### src/rtl/key_conditioner.sv
// key_conditioner: raw push-button levels to clean one-cycle command pulses.
// Per-key sync + debounce, then a one-key-at-a-time press/auto-repeat FSM.
module key_conditioner #(
    parameter int DEBOUNCE_CYCLES = 2000000,
    parameter int REPEAT_DELAY    = 50000000,
    parameter int REPEAT_PERIOD   = 15000000
) (
    input  logic       CP,
    input  logic       _CR,
    input  logic [4:0] key_raw,
    output logic       apply_p,
    output logic       up_p,
    output logic       down_p,
    output logic       left_p,
    output logic       right_p,
    output logic       busy,
    output logic [4:0] key_db
);

    localparam int DBW_RAW = $clog2(DEBOUNCE_CYCLES);
    localparam int DBW     = (DBW_RAW < 1) ? 1 : DBW_RAW;

    localparam int TMAX =
        (REPEAT_DELAY > REPEAT_PERIOD) ? REPEAT_DELAY : REPEAT_PERIOD;
    localparam int TW_RAW = $clog2(TMAX);
    localparam int TW     = (TW_RAW < 1) ? 1 : TW_RAW;

    localparam logic [DBW-1:0] DB_LAST     = DBW'(DEBOUNCE_CYCLES - 1);
    localparam logic [TW-1:0]  DELAY_LAST  = TW'(REPEAT_DELAY - 1);
    localparam logic [TW-1:0]  PERIOD_LAST = TW'(REPEAT_PERIOD - 1);

    // Bit positions shared by key_raw, key_db and the pulse vector.
    localparam logic [4:0] K_APPLY = 5'b10000;
    localparam logic [4:0] K_UP    = 5'b01000;
    localparam logic [4:0] K_DOWN  = 5'b00100;
    localparam logic [4:0] K_LEFT  = 5'b00010;
    localparam logic [4:0] K_RIGHT = 5'b00001;
    localparam logic [4:0] K_REP   = K_UP | K_DOWN;

    typedef enum logic [1:0] {
        IDLE,
        HOLD,
        REPEAT
    } state_t;

    logic [4:0]    sync1;
    logic [4:0]    sync2;
    logic [4:0]    key_db_prev;
    logic [4:0]    rise_q;
    logic [4:0]    pick;

    state_t        state;
    state_t        state_nx;
    logic [4:0]    cap;
    logic [4:0]    cap_nx;
    logic [TW-1:0] timer;
    logic [TW-1:0] timer_nx;
    logic [4:0]    pulse_q;
    logic [4:0]    pulse_nx;
    logic          cap_held;
    logic          cap_rep;

    // Two-flop synchroniser for the asynchronous board pins.
    always_ff @(posedge CP or negedge _CR) begin
        if (!_CR) begin
            sync1 <= '0;
            sync2 <= '0;
        end else begin
            sync1 <= key_raw;
            sync2 <= sync1;
        end
    end

    for (genvar g = 0; g < 5; g++) begin : g_db
        logic [DBW-1:0] cnt;

        // Accept a new level only after DEBOUNCE_CYCLES stable mismatches.
        always_ff @(posedge CP or negedge _CR) begin
            if (!_CR) begin
                cnt       <= '0;
                key_db[g] <= 1'b0;
            end else if (sync2[g] == key_db[g]) begin
                cnt <= '0;
            end else if (cnt == DB_LAST) begin
                cnt       <= '0;
                key_db[g] <= sync2[g];
            end else begin
                cnt <= cnt + 1'b1;
            end
        end
    end

    // Registered rising-edge detect of the debounced levels.
    always_ff @(posedge CP or negedge _CR) begin
        if (!_CR) begin
            key_db_prev <= '0;
            rise_q      <= '0;
        end else begin
            key_db_prev <= key_db;
            rise_q      <= key_db & ~key_db_prev;
        end
    end

    // Fixed priority among simultaneous rises: apply > up > down > left > right.
    always_comb begin
        pick = '0;
        if (rise_q[4])
            pick = K_APPLY;
        else if (rise_q[3])
            pick = K_UP;
        else if (rise_q[2])
            pick = K_DOWN;
        else if (rise_q[1])
            pick = K_LEFT;
        else if (rise_q[0])
            pick = K_RIGHT;
    end

    assign cap_held = |(cap & key_db);
    assign cap_rep  = |(cap & K_REP);

    // Press FSM: capture one key, hold until release, auto-repeat up/down.
    always_comb begin
        state_nx = state;
        cap_nx   = cap;
        timer_nx = timer;
        pulse_nx = '0;
        case (state)
            IDLE: begin
                if (|rise_q) begin
                    pulse_nx = pick;
                    cap_nx   = pick;
                    timer_nx = '0;
                    state_nx = HOLD;
                end
            end
            HOLD: begin
                if (!cap_held) begin
                    cap_nx   = '0;
                    state_nx = IDLE;
                end else if (cap_rep) begin
                    if (timer == DELAY_LAST) begin
                        pulse_nx = cap;
                        timer_nx = '0;
                        state_nx = REPEAT;
                    end else begin
                        timer_nx = timer + 1'b1;
                    end
                end
            end
            REPEAT: begin
                if (!cap_held) begin
                    cap_nx   = '0;
                    state_nx = IDLE;
                end else if (timer == PERIOD_LAST) begin
                    pulse_nx = cap;
                    timer_nx = '0;
                end else begin
                    timer_nx = timer + 1'b1;
                end
            end
            default: begin
                cap_nx   = '0;
                timer_nx = '0;
                state_nx = IDLE;
            end
        endcase
    end

    // State, capture, timer, pulses and busy all register on the same edge.
    always_ff @(posedge CP or negedge _CR) begin
        if (!_CR) begin
            state   <= IDLE;
            cap     <= '0;
            timer   <= '0;
            pulse_q <= '0;
            busy    <= 1'b0;
        end else begin
            state   <= state_nx;
            cap     <= cap_nx;
            timer   <= timer_nx;
            pulse_q <= pulse_nx;
            busy    <= (state_nx != IDLE);
        end
    end

    assign apply_p = pulse_q[4];
    assign up_p    = pulse_q[3];
    assign down_p  = pulse_q[2];
    assign left_p  = pulse_q[1];
    assign right_p = pulse_q[0];

endmodule

### config.mk
export PLATFORM = sky130hd
export DESIGN_NAME = key_conditioner
export DESIGN_NICKNAME = d
export VERILOG_FILES = /design/src/rtl/key_conditioner.sv
export SDC_FILE = /design/constraint.sdc
export NUM_CORES = 1
export LEC_CHECK = 0
export CORE_MARGIN = 1.5
export CORE_UTILIZATION = 40
export CTS_CLUSTER_SIZE = 24
export DETAILED_ROUTE_END_ITERATION = 8
export GPL_ROUTABILITY_DRIVEN = 0
export GPL_TIMING_DRIVEN = 0
export PLACE_DENSITY = 0.68
export SETUP_SLACK_MARGIN = 0.05
export SLEW_MARGIN = 20
export SYNTH_ARGS = -nofsm -noshare
export SYNTH_HDL_FRONTEND = slang
export SYNTH_SLANG_ARGS = --single-unit
export TNS_END_PERCENT = 10
### constraint.sdc
create_clock -name CP -period 2.3 [get_ports CP]
set_input_delay 0.23 -clock CP [delete_from_list [all_inputs] [get_ports CP]]
set_output_delay 0.23 -clock CP [all_outputs]
set_load 0.1 [all_outputs]
==> out/results.ini <==
[pwr]
clockPowerShare=0.498
power_density_nw_per_um2=683
peakVddDrop_mv=0.533
power_frac_comb=0.024
p_sw_mw=1.27
seqPwrFrac=0.478
leakagePower_nw=3.99
p_sw_frac=0.200
p_int_mw=5.07

[clocking]
cts_made_buffers=17
clk_pin_slew_ns=0.06
htree_num_levels=4
clk_path_buf_depth=2
cts_tree=built
clock_latency_ns=0.43
cts_root_buf=clkbuf_16
cts.sinks=169

[synthesis]
synth_edf_count=0
synth_fp_nets=805
syn_avg_cell_area_um2=10.1
ys_ff_latch=169
synthFlopType=dfrtp_1
synthesis.area_um2=7940
ys_seq_area_frac=0.533
synth-async-reset-ratio=1.00
synth_cells=788
synth_cell_types=57
ys.warnings.count=0

[sta]
timing.final.crit_share=0.966
slew_headroom=0.318
hold_viol_final=0
rsz0062_at_grt=true
fmax_ghz=0.450
period_minus_slack_ns=2.22
tightest_slew_ns=1.03
maxSlewViolCount=0
fin_skew_ns=0.00888
fin_ws_ns=0.0789
finalSetupTns_ns=0
whs_ns=0.237
setup_viol=0

[worst_setup_path]
startpoint_type=flop
rr_endpoint=timer[22]
rrSetupSlack_ns=0.08
r2r_cells=8
path_class=flop to flop
crit_end=timer[22]
cp.required_ns=2.61
cp.arrival_ns=2.53
reg2reg_from=state[1]
crit_start=state[1]
cp-end-kind=flop
cp_max_fo=8

[route]
wl_per_cell_um=13.6
routed_wl_mm=15.1
drt_iter0_markers=329
firstDrtPassIters=4
vias_per_cell=5.07
drc=0
antenna_left=0
dr_total_vias=5628

[layout]
final_cell_mix=dfrtp_1, nor2_1, nand2_1, xor2_1, nand3_1
final_common_cell=dfrtp_1
final_nets=850
n_antenna_cell=0
fin_area_um2=9280
drive_above_1_share=0.0970
area_delta_synth_final_pct=16.9

[global_routing]
first_global_vias=5645
grt_max_degree=88
antenna_found_initial=0
gr-total-overflow=0
grt_pass1_wl_mm=26.5
track_usage=0.161

[outcome]
outcome=complete, no violations

[floorplanning]
die_x_um=144
io_pins=18
die_h_um=144
start_util=0.408
dieArea_um2=20700
core_area_um2=19500
core.rowCount=51

[placed_design]
dp_slack_ns=-0.232
post_dp_cell_area_um2=8480
io_buffers=17
dp_hpwl_mm=9.80

[min_path]
hold_path.class=input port to flop

[run]
drv_cap=0

==> worst min path at each step <==
stage | start | to | slack (ns) | cells after the start
final | key_raw[1] | sync1[1] | 0.24 | 1
after detailed placement | _CR | g_db[4].cnt[13] | 0.27 | 1
after CTS | key_raw[1] | sync1[1] | 0.22 | 1
after floorplan | _CR | busy | -0.07 | 0
after global placement | sync1[4] | sync2[4] | 0.33 | 0
after global routing | key_raw[0] | sync1[0] | 0.22 | 1
==> final cells by class <==
cell class | instances | area [um2]
Buffer | 19 | 97.6
Clock buffer | 18 | 429
Clock inverter | 13 | 226
Fill cell | 1765 | 10200
Inverter | 20 | 75.1
Multi-Input combinational cell | 580 | 3610
Sequential cell | 169 | 4240
Tap cell | 265 | 332
Timing Repair Buffer | 26 | 274
==> cells by family after synthesis <==
logic type,share of synthesized area
adders and majority gates,0.0158
xor gates and xnor gates,0.115
buffers and inverters,0.0211
and+or+nand+nor,0.249
AOI/OAI and AO/OA,0.0520
muxes,0.0148
DFF,0.533
==> cell usage after synthesis, drive strengths merged, types with 7 or more instances <==
library cell  number  area [um2]
a21oi             15        75.1
a22o               9        78.8
and3              18         113
and4              12         108
clkbuf            13        48.8
dfrtp            169        4230
ha                10         125
inv               20        75.1
nand2             66         248
nand3             49         258
nand4             24         150
nor2             139         527
nor2b              7        43.8
nor3              21         105
nor4              15         100
o21ai             21         109
or3               14        87.6
xnor2             41         359
xor2              63         552
==> critical path: stages, from the launching register on <==
cell and delay (ns):
dfrtp_1 0.39, inv_1 0.10, ha_1 0.31, nor3b_1 0.20, a31oi_1 0.14, nand4_1 0.33, nor4_1 0.42, xnor2_1 0.16
nor2_1 0.05
==> stage by stage <==
| stage | total power [mW] | cells | util |
|---|---|---|---|
| 6_report | 6.34 | 1110 | 0.477 |
| 5_1_grt | 6.59 | 1110 | 0.477 |
| 4_1_cts | 6.43 | 1105 | 0.473 |
| 3_5_place_dp | 3.24 | 1071 | 0.436 |
| 3_3_place_gp | 3.24 | 1070 | 0.434 |
| 2_1_floorplan | 3.14 | 788 | - |
==> flip-flops by register name, summed over array words and instances, names as in the netlist <==
signal,flops
g_db.cnt,105
timer,26
cap,5
key_db,5
key_db_prev,5
pulse_q,5
rise_q,5
sync1,5
sync2,5
state,2
busy,1
==> power groups by stage <==
stage               logic, mW  clock network [mW]  registers [mW]
floorplan              0.0648                   0            3.08
global placement        0.152                   0            3.08
detailed placement      0.159                   0            3.08
CTS                     0.162                3.24            3.03
global route            0.186                3.37            3.03
finish                  0.154                3.16            3.03
==> repair_timing <==
item / in CTS / in global routing
endpoints found under the hold margin: 82 / 0
hold buffers: 1 / 0
setup endpoints to repair: 33 / 62
resized for setup: 8 / 16
setup buffers: 2 / 5
pin swaps: 1 / 6
==> per-layer routing <==
layer / routed length [um] / vias up / share of wire / GRT usage
met2: 7270 / 79 / 0.48 / 0.258
li1: - / 2802 / - / -
met4: 253 / 0 / 0.017 / 0.0532
met3: 471 / 20 / 0.031 / 0.0427
met1: 7110 / 2727 / 0.47 / 0.212
met5: 0 / - / 0 / 0
No activity file was read; power rests on OpenSTA's default activity.
